<file path="src/rtl/unidade_controle_if.sv">
// Control/datapath/memory handshake bundle between unidade_controle and DataFlow.
// The master side is the control unit. The slave side is the datapath plus the memories.
interface unidade_controle_if;
    // decoded instruction fields and ULA flags coming back from DataFlow
    logic [6:0]  upcode;
    logic [2:0]  funct3;
    logic [6:0]  funct7;
    logic        flag_igual;
    logic        flag_menor;
    logic        flag_maior_igual_u;
    logic        imem_ack;
    logic        dmem_ack;

    logic        imem_req;
    logic        ir_we;
    logic [1:0]  soma_ou_subtrai;
    logic        usa_imm_ula;
    logic [2:0]  select_imm_conv;
    logic        WeR;
    logic [1:0]  dinR_sel;
    logic        dmem_req;
    logic        dmem_we;
    logic        pc_we;
    logic        pc_sel;
    logic        halt;
    logic [31:0] instr_count;

    modport master (
        input  upcode, funct3, funct7,
        input  flag_igual, flag_menor, flag_maior_igual_u,
        input  imem_ack, dmem_ack,
        output imem_req, ir_we, soma_ou_subtrai, usa_imm_ula, select_imm_conv,
        output WeR, dinR_sel, dmem_req, dmem_we, pc_we, pc_sel, halt, instr_count
    );

    modport slave (
        output upcode, funct3, funct7,
        output flag_igual, flag_menor, flag_maior_igual_u,
        output imem_ack, dmem_ack,
        input  imem_req, ir_we, soma_ou_subtrai, usa_imm_ula, select_imm_conv,
        input  WeR, dinR_sel, dmem_req, dmem_we, pc_we, pc_sel, halt, instr_count
    );
endinterface

</file>
<file path="src/rtl/unidade_controle.sv">
// Multi-cycle control FSM for the RV64 DataFlow datapath (FETCH/DECODE/EXEC/MEM/WB/HALT).
// Outputs are decoded combinationally from the state and the IR fields held in DataFlow.
module unidade_controle (
    input  logic clk,
    input  logic rst_n,
    unidade_controle_if.master bus
);

    localparam logic [2:0] S_FETCH  = 3'd0;
    localparam logic [2:0] S_DECODE = 3'd1;
    localparam logic [2:0] S_EXEC   = 3'd2;
    localparam logic [2:0] S_MEM    = 3'd3;
    localparam logic [2:0] S_WB     = 3'd4;
    localparam logic [2:0] S_HALT   = 3'd5;

    localparam logic [6:0] OP_R   = 7'b0110011;
    localparam logic [6:0] OP_I   = 7'b0010011;
    localparam logic [6:0] OP_LD  = 7'b0000011;
    localparam logic [6:0] OP_SD  = 7'b0100011;
    localparam logic [6:0] OP_BR  = 7'b1100011;
    localparam logic [6:0] OP_JAL = 7'b1101111;
    localparam logic [6:0] OP_LUI = 7'b0110111;

    localparam logic [2:0] IMM_I = 3'd0;
    localparam logic [2:0] IMM_J = 3'd1;
    localparam logic [2:0] IMM_U = 3'd2;
    localparam logic [2:0] IMM_B = 3'd3;
    localparam logic [2:0] IMM_S = 3'd4;

    localparam logic [1:0] ULA_SOMA    = 2'd1;
    localparam logic [1:0] ULA_SUBTRAI = 2'd2;

    localparam logic [1:0] WB_ULA = 2'd0;
    localparam logic [1:0] WB_MEM = 2'd1;
    localparam logic [1:0] WB_PC4 = 2'd2;
    localparam logic [1:0] WB_IMM = 2'd3;

    logic [2:0]  state_q, state_d;
    logic [31:0] instr_count_q;

    logic is_add, is_sub, is_addi, is_ld, is_sd, is_br, is_jal, is_lui, legal;
    logic br_taken;
    logic [1:0] ula_op;
    logic       ula_imm;
    logic [2:0] imm_sel;

    // instruction classification from the IR fields
    always_comb begin
        is_add  = (bus.upcode == OP_R) && (bus.funct3 == 3'b000) && (bus.funct7 == 7'b0000000);
        is_sub  = (bus.upcode == OP_R) && (bus.funct3 == 3'b000) && (bus.funct7 == 7'b0100000);
        is_addi = (bus.upcode == OP_I) && (bus.funct3 == 3'b000);
        is_ld   = (bus.upcode == OP_LD) && (bus.funct3 == 3'b011);
        is_sd   = (bus.upcode == OP_SD) && (bus.funct3 == 3'b011);
        is_br   = (bus.upcode == OP_BR) &&
                  ((bus.funct3 == 3'b000) || (bus.funct3 == 3'b100) || (bus.funct3 == 3'b111));
        is_jal  = (bus.upcode == OP_JAL);
        is_lui  = (bus.upcode == OP_LUI);
        legal   = is_add | is_sub | is_addi | is_ld | is_sd | is_br | is_jal | is_lui;
    end

    always_comb begin
        br_taken = 1'b0;
        case (bus.funct3)
            3'b000:  br_taken = bus.flag_igual;
            3'b100:  br_taken = bus.flag_menor;
            3'b111:  br_taken = bus.flag_maior_igual_u;
            default: br_taken = 1'b0;
        endcase
    end

    // ULA setup chosen in EXEC and held through MEM/WB so DataFlow keeps routing rd/rs1/rs2
    always_comb begin
        ula_op  = (is_sub || is_br) ? ULA_SUBTRAI : ULA_SOMA;
        ula_imm = is_addi | is_ld | is_sd | is_lui | is_jal;
        if (is_sd)
            imm_sel = IMM_S;
        else if (is_lui)
            imm_sel = IMM_U;
        else if (is_jal)
            imm_sel = IMM_J;
        else if (is_br)
            imm_sel = IMM_B;
        else
            imm_sel = IMM_I;
    end

    always_comb begin
        state_d             = state_q;
        bus.imem_req        = 1'b0;
        bus.ir_we           = 1'b0;
        bus.soma_ou_subtrai = 2'd0;
        bus.usa_imm_ula     = 1'b0;
        bus.select_imm_conv = 3'd0;
        bus.WeR             = 1'b0;
        bus.dinR_sel        = 2'd0;
        bus.dmem_req        = 1'b0;
        bus.dmem_we         = 1'b0;
        bus.pc_we           = 1'b0;
        bus.pc_sel          = 1'b0;
        bus.halt            = 1'b0;

        case (state_q)
            S_FETCH: begin
                bus.imem_req = 1'b1;
                bus.ir_we    = bus.imem_ack;
                if (bus.imem_ack)
                    state_d = S_DECODE;
            end
            S_DECODE: begin
                state_d = legal ? S_EXEC : S_HALT;
            end
            S_EXEC: begin
                bus.soma_ou_subtrai = ula_op;
                bus.usa_imm_ula     = ula_imm;
                bus.select_imm_conv = imm_sel;
                if (is_br) begin
                    bus.pc_we  = 1'b1;
                    bus.pc_sel = br_taken;
                    state_d    = S_FETCH;
                end else if (is_ld || is_sd) begin
                    state_d = S_MEM;
                end else begin
                    state_d = S_WB;
                end
            end
            S_MEM: begin
                bus.soma_ou_subtrai = ula_op;
                bus.usa_imm_ula     = ula_imm;
                bus.select_imm_conv = imm_sel;
                bus.dmem_req        = 1'b1;
                bus.dmem_we         = is_sd;
                if (bus.dmem_ack) begin
                    if (is_sd) begin
                        // stores retire here; no writeback cycle
                        bus.pc_we = 1'b1;
                        state_d   = S_FETCH;
                    end else begin
                        state_d = S_WB;
                    end
                end
            end
            S_WB: begin
                bus.soma_ou_subtrai = ula_op;
                bus.usa_imm_ula     = ula_imm;
                bus.select_imm_conv = imm_sel;
                bus.WeR             = 1'b1;
                bus.pc_we           = 1'b1;
                bus.pc_sel          = is_jal;
                if (is_ld)
                    bus.dinR_sel = WB_MEM;
                else if (is_jal)
                    bus.dinR_sel = WB_PC4;
                else if (is_lui)
                    bus.dinR_sel = WB_IMM;
                else
                    bus.dinR_sel = WB_ULA;
                state_d = S_FETCH;
            end
            S_HALT: begin
                bus.halt = 1'b1;
            end
            default: begin
                state_d = S_FETCH;
            end
        endcase
    end

    always_ff @(posedge clk or negedge rst_n) begin
        if (!rst_n)
            state_q <= S_FETCH;
        else
            state_q <= state_d;
    end

    // one retirement per PC update; wraps naturally at 2^32
    always_ff @(posedge clk or negedge rst_n) begin
        if (!rst_n)
            instr_count_q <= 32'd0;
        else if (bus.pc_we)
            instr_count_q <= instr_count_q + 32'd1;
    end

    assign bus.instr_count = instr_count_q;

endmodule

</file>
<file path="src/flat_wrapper.sv">
// flat-port wrapper written by rule: the top's interface ports become plain ports
module unidade_controle_flat 
  (clk, rst_n, bus_upcode, bus_funct3, bus_funct7, bus_flag_igual, bus_flag_menor, bus_flag_maior_igual_u, bus_imem_ack, bus_dmem_ack, bus_imem_req, bus_ir_we, bus_soma_ou_subtrai, bus_usa_imm_ula, bus_select_imm_conv, bus_WeR, bus_dinR_sel, bus_dmem_req, bus_dmem_we, bus_pc_we, bus_pc_sel, bus_halt, bus_instr_count);
  unidade_controle_if bus_i ();
  input  logic clk;
  input  logic rst_n;
  input wire logic [$bits(bus_i.upcode)-1:0] bus_upcode;
  input wire logic [$bits(bus_i.funct3)-1:0] bus_funct3;
  input wire logic [$bits(bus_i.funct7)-1:0] bus_funct7;
  input wire logic [$bits(bus_i.flag_igual)-1:0] bus_flag_igual;
  input wire logic [$bits(bus_i.flag_menor)-1:0] bus_flag_menor;
  input wire logic [$bits(bus_i.flag_maior_igual_u)-1:0] bus_flag_maior_igual_u;
  input wire logic [$bits(bus_i.imem_ack)-1:0] bus_imem_ack;
  input wire logic [$bits(bus_i.dmem_ack)-1:0] bus_dmem_ack;
  output wire logic [$bits(bus_i.imem_req)-1:0] bus_imem_req;
  output wire logic [$bits(bus_i.ir_we)-1:0] bus_ir_we;
  output wire logic [$bits(bus_i.soma_ou_subtrai)-1:0] bus_soma_ou_subtrai;
  output wire logic [$bits(bus_i.usa_imm_ula)-1:0] bus_usa_imm_ula;
  output wire logic [$bits(bus_i.select_imm_conv)-1:0] bus_select_imm_conv;
  output wire logic [$bits(bus_i.WeR)-1:0] bus_WeR;
  output wire logic [$bits(bus_i.dinR_sel)-1:0] bus_dinR_sel;
  output wire logic [$bits(bus_i.dmem_req)-1:0] bus_dmem_req;
  output wire logic [$bits(bus_i.dmem_we)-1:0] bus_dmem_we;
  output wire logic [$bits(bus_i.pc_we)-1:0] bus_pc_we;
  output wire logic [$bits(bus_i.pc_sel)-1:0] bus_pc_sel;
  output wire logic [$bits(bus_i.halt)-1:0] bus_halt;
  output wire logic [$bits(bus_i.instr_count)-1:0] bus_instr_count;
  assign bus_i.upcode = bus_upcode;
  assign bus_i.funct3 = bus_funct3;
  assign bus_i.funct7 = bus_funct7;
  assign bus_i.flag_igual = bus_flag_igual;
  assign bus_i.flag_menor = bus_flag_menor;
  assign bus_i.flag_maior_igual_u = bus_flag_maior_igual_u;
  assign bus_i.imem_ack = bus_imem_ack;
  assign bus_i.dmem_ack = bus_dmem_ack;
  assign bus_imem_req = bus_i.imem_req;
  assign bus_ir_we = bus_i.ir_we;
  assign bus_soma_ou_subtrai = bus_i.soma_ou_subtrai;
  assign bus_usa_imm_ula = bus_i.usa_imm_ula;
  assign bus_select_imm_conv = bus_i.select_imm_conv;
  assign bus_WeR = bus_i.WeR;
  assign bus_dinR_sel = bus_i.dinR_sel;
  assign bus_dmem_req = bus_i.dmem_req;
  assign bus_dmem_we = bus_i.dmem_we;
  assign bus_pc_we = bus_i.pc_we;
  assign bus_pc_sel = bus_i.pc_sel;
  assign bus_halt = bus_i.halt;
  assign bus_instr_count = bus_i.instr_count;
  unidade_controle u_core (.clk(clk), .rst_n(rst_n), .bus(bus_i));
endmodule
</file>
<file path="config.mk">
export PLATFORM = sky130hd
export DESIGN_NAME = unidade_controle_flat
export DESIGN_NICKNAME = d
export VERILOG_FILES = /design/src/rtl/unidade_controle_if.sv /design/src/rtl/unidade_controle.sv /design/src/flat_wrapper.sv
export SDC_FILE = /design/constraint.sdc
export NUM_CORES = 1
export LEC_CHECK = 0
export CORE_MARGIN = 4
export CORE_UTILIZATION = 38
export CTS_BUF_LIST = sky130_fd_sc_hd__clkbuf_16
export CTS_CLUSTER_SIZE = 12
export DETAILED_ROUTE_END_ITERATION = 6
export GPL_ROUTABILITY_DRIVEN = 1
export HOLD_SLACK_MARGIN = 0.1
export PLACE_DENSITY = 0.69
export SKIP_CTS_REPAIR_TIMING = 1
export SYNTH_ARGS = -nofsm -noshare
export SYNTH_HDL_FRONTEND = slang
export SYNTH_SLANG_ARGS = --single-unit
</file>
<file path="constraint.sdc">
create_clock -name clk -period 4.4 [get_ports clk]
set_input_delay 1.32 -clock clk [delete_from_list [all_inputs] [get_ports clk]]
set_output_delay 1.32 -clock clk [all_outputs]
set_load 0.02 [all_outputs]
</file>
==> summary.md, run 1 <==
| Metric | Value |
|---|---|
| Post-synth top cells | `dfrtp_1 (35), xnor2_1 (27), nand2_1 (19)` |
| Max Clock Skew | `between 0.002 and 0.0025 ns` |
| Yosys warns | `0` |
| Final Instance Area | `3210 um2` |
| Top-count cell post-synth | `dfrtp_1` |
| Largest net degree at the start of global routing | `32` |
| Max Cap Violations | `0` |
| Die X | `81.6 um` |
| Detail Placement HPWL | `around 4400 um` |
| Clock Pin Slew Worst Setup and Hold Paths | `about 0.050 ns` |
| Top cells by area, synth | `dfrtp_1 (43%), xnor2_1 (11%), nand4_1 (4.3%), nand3_1 (4.1%), nand2_1 (3.5%)` |
| Pre-CTS setup slack | `-0.538 ns` |
| Fin util | `62.0%` |
| Post-synthesis sequential area ratio | `42.5%` |
| Commonest register cell after synthesis | `dfrtp_1` |
| FP Rows | `26` |
| CTS tree | `built` |
| Final WS setup | `0.0255 ns` |
| RSZ-0062 raised after global routing | `yes` |
| CP max stage cell | `clkdlybuf4s50_1` |
| GPL Wtd Cong | `roughly 0.85` |
| Worst setup SP type | `input pin` |
| DR iter-0 viols | `around 110` |
| First-pass GRT wire length | `9770 um` |
| Clk sinks | `35` |
| Share of cells above drive strength 1 | `17.9%` |
| Yosys reg bits | `35` |
| Die Height | `around 80 um` |
| Post-Route WL | `5800 um` |
| CTS Buffer Depth | `2` |
| Peak supply drop | `0.000181 V` |
| Setup TNS | `0 ns` |
| Area grow syn2layout | `55.8%` |
| P_leak | `~1.4 nW` |
| Vias in the first global route | `2024` |
| Pins Over Slew Limit | `0` |
| Status | `finished clean` |
| Crit Path Class | `in2out` |
| Final Critical Period | `about 4.4 ns` |
| Filler cells | `436` |
| Number of synthesized flops with an enable pin | `0` |
| Area of the core | `5170 um2` |
| Slew at the pin closest to its max-slew limit | `0.513 ns` |
| Global route overflow | `0` |
| Endpoints failing setup | `0` |
| Mapped Area | `between 2000 and 2500 um2` |
| Final hold vios | `0` |
| Net Count, Synth | `238` |
| Initial core utilization | `between 30% and 40%` |
| Dpl cell area | `approximately 3000 um2` |
| Syn avg cell area | `around 9.7 um2` |
| Post-synth top area cell | `dfrtp_1` |
| Ys async rst share | `100%` |
| Hold Path Class | `reg2reg` |
| Crit path arrival time | `3.05 ns` |
| Via density | `approximately 5.4` |
| Total number of vias | `2020` |
| FMAX | `between 0.2 and 0.25 GHz` |
| H-tree Lvls | `2` |
| DRT antenna net count | `0` |
| CP dominant cell by count | `clkdlybuf4s50_1` |
| Root buf cell | `clkbuf_16` |
| Worst hold slack | `0.470 ns` |
| Clk_lat worst skew | `0.27 ns` |
| Req. time, crit path | `3.08 ns` |
| Die area | `about 6700 um2` |
| Critical path endpoint category | `output pin` |
| Ant diodes | `0` |
| Routed len/inst | `15.4 um` |
| Total CTS buffers | `5` |
| Largest fanout on the critical path | `5` |
| IO Count | `a little over 70` |
| Netlist cell types | `50` |
| Initial antenna violation count | `0` |
| DRC violations left | `0` |
| Pwr dens | `247 nW/um2` |
| All-Layer GR Usage | `a little under a fifth` |
| Final nets | `roughly 330` |
| Relative slew slack | `65.8%` |
| Number of I/O port buffers | `between 70 and 80` |
| Max incr delay on CP | `between 0.6 and 0.7 ns` |
| Area of the multi-input gates | `1190 um2` |
| Synth Instances | `213` |
| Fin crit share | `99.4%` |
| Critical Path, Cell by Cell | `clkdlybuf4s50_1 -> and4_1 -> o21ai_0 -> nor2_1 -> clkdlybuf4s50_1` |
| Register area | `876 um2` |
| Top cell type's share of synthesized area | `42.5%` |
| First-pass DRT Iterations | `4` |
-- power by group --
part           switching (W)  internal [W]   total, W  leakage (nW)
clock               0.000124      0.000264   0.000387        0.0812
sequential        0.00000500      0.000326   0.000331         0.477
combinational      0.0000334     0.0000397  0.0000731         0.833
-- worst max-delay path: cells and delay by family --
kind / cells / cell delay [ns]
buf+inv: 2 / 1.19
simple gates: 2 / 0.39
compound gates: 1 / 0.16
-- per-layer routing --
metal / global-route usage, % / share of wire [%] / vias up
met1: 25.8 / 46 / 990
met5: 0 / 0 / -
li1: - / - / 960
met2: 29.4 / 47 / 63
met3: 4.06 / 5.8 / 7
met4: 5.81 / 1.1 / 0
-- layout make-up --
class	instances	share of cell area (%)
multi-input combinational	167	37.0
inverter	4	0.468
timing repair buffer	93	27.4
tap	70	2.73
clock buffer	5	3.90
clock inverter	3	1.21
sequential	35	27.3
-- cells by family after synthesis --
logic type	after synthesis	synth area share [%]
AO/OA/AOI/OAI	23	7.96
adder cells (fa/ha/maj)	1	0.607
multiplexers	2	1.03
AND/OR/NAND/NOR	110	32.1
buffers and inverters	11	2.61
XOR/XNOR	31	13.2
flip-flops	35	42.5
-- cell usage in the layout (no fill, tap or decap), types with 2 or more instances in the layout --
master / Yosys / routed
a21oi_1: 5 / 5
and2_1: 6 / 6
and3_1: 7 / 7
and4_1: 4 / 4
buf_4: 3 / 23
buf_6: 0 / 2
clkbuf_16: 0 / 5
clkbuf_2: 0 / 4
clkdlybuf4s50_1: 0 / 55
dfrtp_1: 35 / 35
dlymetal6s2s_1: 0 / 9
inv_1: 4 / 4
nand2_1: 19 / 19
nand3_1: 17 / 17
nand4_1: 14 / 14
nand4b_1: 4 / 4
nor2_1: 10 / 9
nor2b_1: 5 / 5
nor3_1: 5 / 4
nor4_1: 6 / 4
nor4_2: 0 / 2
o21ai_0: 4 / 3
o21ai_1: 1 / 2
or2_2: 2 / 2
xnor2_1: 27 / 27
xor2_1: 4 / 4
-- through the flow --
stage	total power (W)	cells
2_1_floorplan	0.000355	213
5_1_grt	0.000822	377
6_report	0.000792	377
3_5_place_dp	0.000406	367
3_3_place_gp	0.000405	367
4_1_cts	0.000797	375
-- registers in the layout, summed over array words and instances, names as in the netlist --
signal and flops:
u_core.bus.instr_count 32, u_core.state_q 3
-- worst paths after layout --
check / start / endpoint / slack (ns) / depth (start not counted)
max: bus_upcode[5] / bus_dinR_sel[1] / 0.03 / 5
min: u_core.bus.instr_count[31] / u_core.bus.instr_count[31] / 0.47 / 1
max reg2reg: u_core.state_q[0] / u_core.bus.instr_count[28] / 2.06 / 6
min reg2reg: u_core.bus.instr_count[31] / u_core.bus.instr_count[31] / 0.47 / 1
max in group asynchronous: rst_n / u_core.bus.instr_count[19] / 2.51 / 2
min in group asynchronous: rst_n / u_core.bus.instr_count[31] / 1.35 / 1
Power figures use the tool's default switching activity.
==> inputs of run 2 (changes only) <==
--- a/config.mk
+++ b/config.mk
@@ -11,8 +11,8 @@
 export CTS_CLUSTER_SIZE = 12
 export DETAILED_ROUTE_END_ITERATION = 6
 export GPL_ROUTABILITY_DRIVEN = 1
-export HOLD_SLACK_MARGIN = 0.1
-export PLACE_DENSITY = 0.69
+export HOLD_SLACK_MARGIN = 0.02
+export PLACE_DENSITY_LB_ADDON = 0.2
 export SKIP_CTS_REPAIR_TIMING = 1
 export SYNTH_ARGS = -nofsm -noshare
 export SYNTH_HDL_FRONTEND = slang
==> run 2 against run 1 <==
Via count shrank 3.4%. Global-route usage shrank 1.0 points. Sequential share of layout area grew 0.66 points. Die area is the same. Power shrank 9.3%. Clock power shrank 18%. Sequential power is essentially flat. Combinational power shrank 2%.
==> summary.md, run 2 (synthesis gave the netlist of run 1 again) <==
| Metric | Value |
|---|---|
| Status | `finished clean` |
| Routed len/inst | `15.2 um (-1.0%)` |
| All-Layer GR Usage | `17.7% (-1.0 points)` |
| Pins Over Slew Limit | `0 (unchanged)` |
| Fin util | `60.6% (-1.5 points)` |
| DR iter-0 viols | `72 (-36%)` |
| Total CTS buffers | `5 (unchanged)` |
| Dpl cell area | `2970 um2 (unchanged)` |
| Die area | `6660 um2 (unchanged)` |
| IO Count | `72 (unchanged)` |
| Fin crit share | `98.2% (-1.2 points)` |
| Number of I/O port buffers | `71 (unchanged)` |
| DRC violations left | `0 (unchanged)` |
| First-pass DRT Iterations | `4 (unchanged)` |
| Pwr Total | `0.000718 W (-9.3%)` |
| Share of cells above drive strength 1 | `16.1% (-1.8 points)` |
| Total number of vias | `1951 (-3.4%)` |
| Hold Path Class | `reg2reg` |
| First-pass GRT wire length | `9170 um (-6.1%)` |
| DRT antenna net count | `0 (unchanged)` |
| Peak supply drop | `0.000211 V (+17%)` |
| Via density | `5.22 (-2.6%)` |
| Global route overflow | `0 (unchanged)` |
| Req. time, crit path | `3.08 ns (about the same)` |
| GPL Wtd Cong | `0.893 (+4.7%)` |
| Final Critical Period | `4.32 ns (-0.0534 ns)` |
| Pre-CTS setup slack | `-0.533 ns (+0.00413 ns)` |
| Clock Pin Slew Worst Setup and Hold Paths | `0.05 ns (about the same)` |
| Root buf cell | `clkbuf_16` |
| Area grow syn2layout | `52.1%` |
| Slew at the pin closest to its max-slew limit | `0.520 ns (+0.00721 ns)` |
| Largest fanout on the critical path | `3 (-2)` |
| Area of the core | `5170 um2 (unchanged)` |
| CP max stage cell | `clkdlybuf4s50_1` |
| Max Cap Violations | `0 (unchanged)` |
| CTS Buffer Depth | `2 (unchanged)` |
| FP Rows | `26 (unchanged)` |
| Die X | `81.6 um (unchanged)` |
| Worst R2R Setup Slack | `2.08 ns (+0.02 ns)` |
| FMAX | `0.231 GHz (+1.2%)` |
| H-tree Lvls | `2 (unchanged)` |
| Largest net degree at the start of global routing | `36 (+13%)` |
| Filler cells | `460 (+5.5%)` |
| Final Instance Area | `3130 um2 (-2.4%)` |
| Clk_lat worst skew | `0.27 ns (about the same)` |
| Setup TNS | `0 ns (unchanged)` |
| Max reg flops | `32 (unchanged)` |
| Relative slew slack | `65.3% (-0.48 points)` |
| Max Clock Skew | `0.00705 ns (+0.00462 ns)` |
| Commonest non-fill, non-tap cell in the layout | `clkdlybuf4s50_1` |
| Crit path arrival time | `3.00 ns (-0.05 ns)` |
| Buffers & Inverters on Critical Path | `3 (+1)` |
| Critical path endpoint category | `output pin` |
| Crit Path Class | `in2out` |
| Initial core utilization | `39.8% (unchanged)` |
| Initial antenna violation count | `0 (unchanged)` |
| Detail Placement HPWL | `4240 um (-3.0%)` |
| P_leak | `1.39 nW (+0.12%)` |
| Final nets | `330 (-0.30%)` |
| Final WS setup | `0.0789 ns (+0.0534 ns)` |
| Max incr delay on CP | `0.45 ns (-0.17 ns)` |
| Final hold vios | `0 (unchanged)` |
| Endpoints failing setup | `0 (unchanged)` |
| Crit path max-delay family | `buffers and inverters` |
| Vias in the first global route | `1907 (-5.8%)` |
| Ant diodes | `0 (unchanged)` |
| Die Height | `81.6 um (unchanged)` |
| CTS tree | `built` |
| Clk sinks | `35 (unchanged)` |
| Commonest non-fill, non-tap cells in the layout | `clkdlybuf4s50_1 (55), dfrtp_1 (35), xnor2_1 (27)` |
| Critical Path, Cell by Cell | `clkdlybuf4s50_1 -> or3b_4 -> nor4_2 -> buf_4 -> a41oi_1 -> nor2b_1 -> buf_2` |
| Pwr dens | `229 nW/um2 (-7.1%)` |
| Post-Route WL | `5700 um (-1.8%)` |
| Worst setup SP type | `input pin` |
-- run 2: per-layer routing --
layer	global-route usage (%)	vias up	wire, um
met5	0	-	0
met4	4.82	0	44
met3	4.28	7	343
met2	27.6	65	2660
met1	24.5	917	2650
li1	-	962	-
-- run 2: report_power, final --
group | internal (W) | switching (W) | total (W)
clock network | 0.000201 | 0.000115 | 0.000316
registers | 0.000327 | 0.00000444 | 0.000331
logic | 0.0000391 | 0.0000325 | 0.0000716
total | 0.000566 | 0.000152 | 0.000718
-- run 2: cell type report --
type | instances | area, um2 | share of cell area, %
well taps | 70 | 87.6 | 2.80
multi-input cells | 167 | 1160 | 37.1
clock inverters | 1 | 3.75 | 0.120
flip-flops and latches | 35 | 876 | 28.0
inverters | 4 | 15.0 | 0.479
clock buffers | 5 | 125 | 3.99
repair buffers | 92 | 863 | 27.6
-- run 2: through the flow --
stage	std cells	hold WS [ns]
after floorplan	213	0.506
after global placement	367	0.469
after detailed placement	367	0.470
after CTS	373	0.476
after global routing	374	0.496
final	374	0.469
-- run 2: path summary, 6_finish.rpt --
check | depth (start not counted) | endpoint | start
worst max-delay path | 7 | bus_soma_ou_subtrai[0] | bus_funct3[1]
worst max register to register | 6 | u_core.bus.instr_count[28] | u_core.state_q[0]
min in group asynchronous | 2 | u_core.bus.instr_count[10] | rst_n
worst min-delay path | 1 | u_core.bus.instr_count[31] | u_core.bus.instr_count[31]
max in group asynchronous | 2 | u_core.bus.instr_count[21] | rst_n
worst min register to register | 1 | u_core.bus.instr_count[31] | u_core.bus.instr_count[31]
==> inputs of run 3 (changes only) <==
--- a/config.mk
+++ b/config.mk
@@ -17,3 +17,4 @@
 export SYNTH_ARGS = -nofsm -noshare
 export SYNTH_HDL_FRONTEND = slang
 export SYNTH_SLANG_ARGS = --single-unit
+export TNS_END_PERCENT = 50
==> results of run 3 <==
No change in the layout: final DEF, timing and power equal those of run 2.
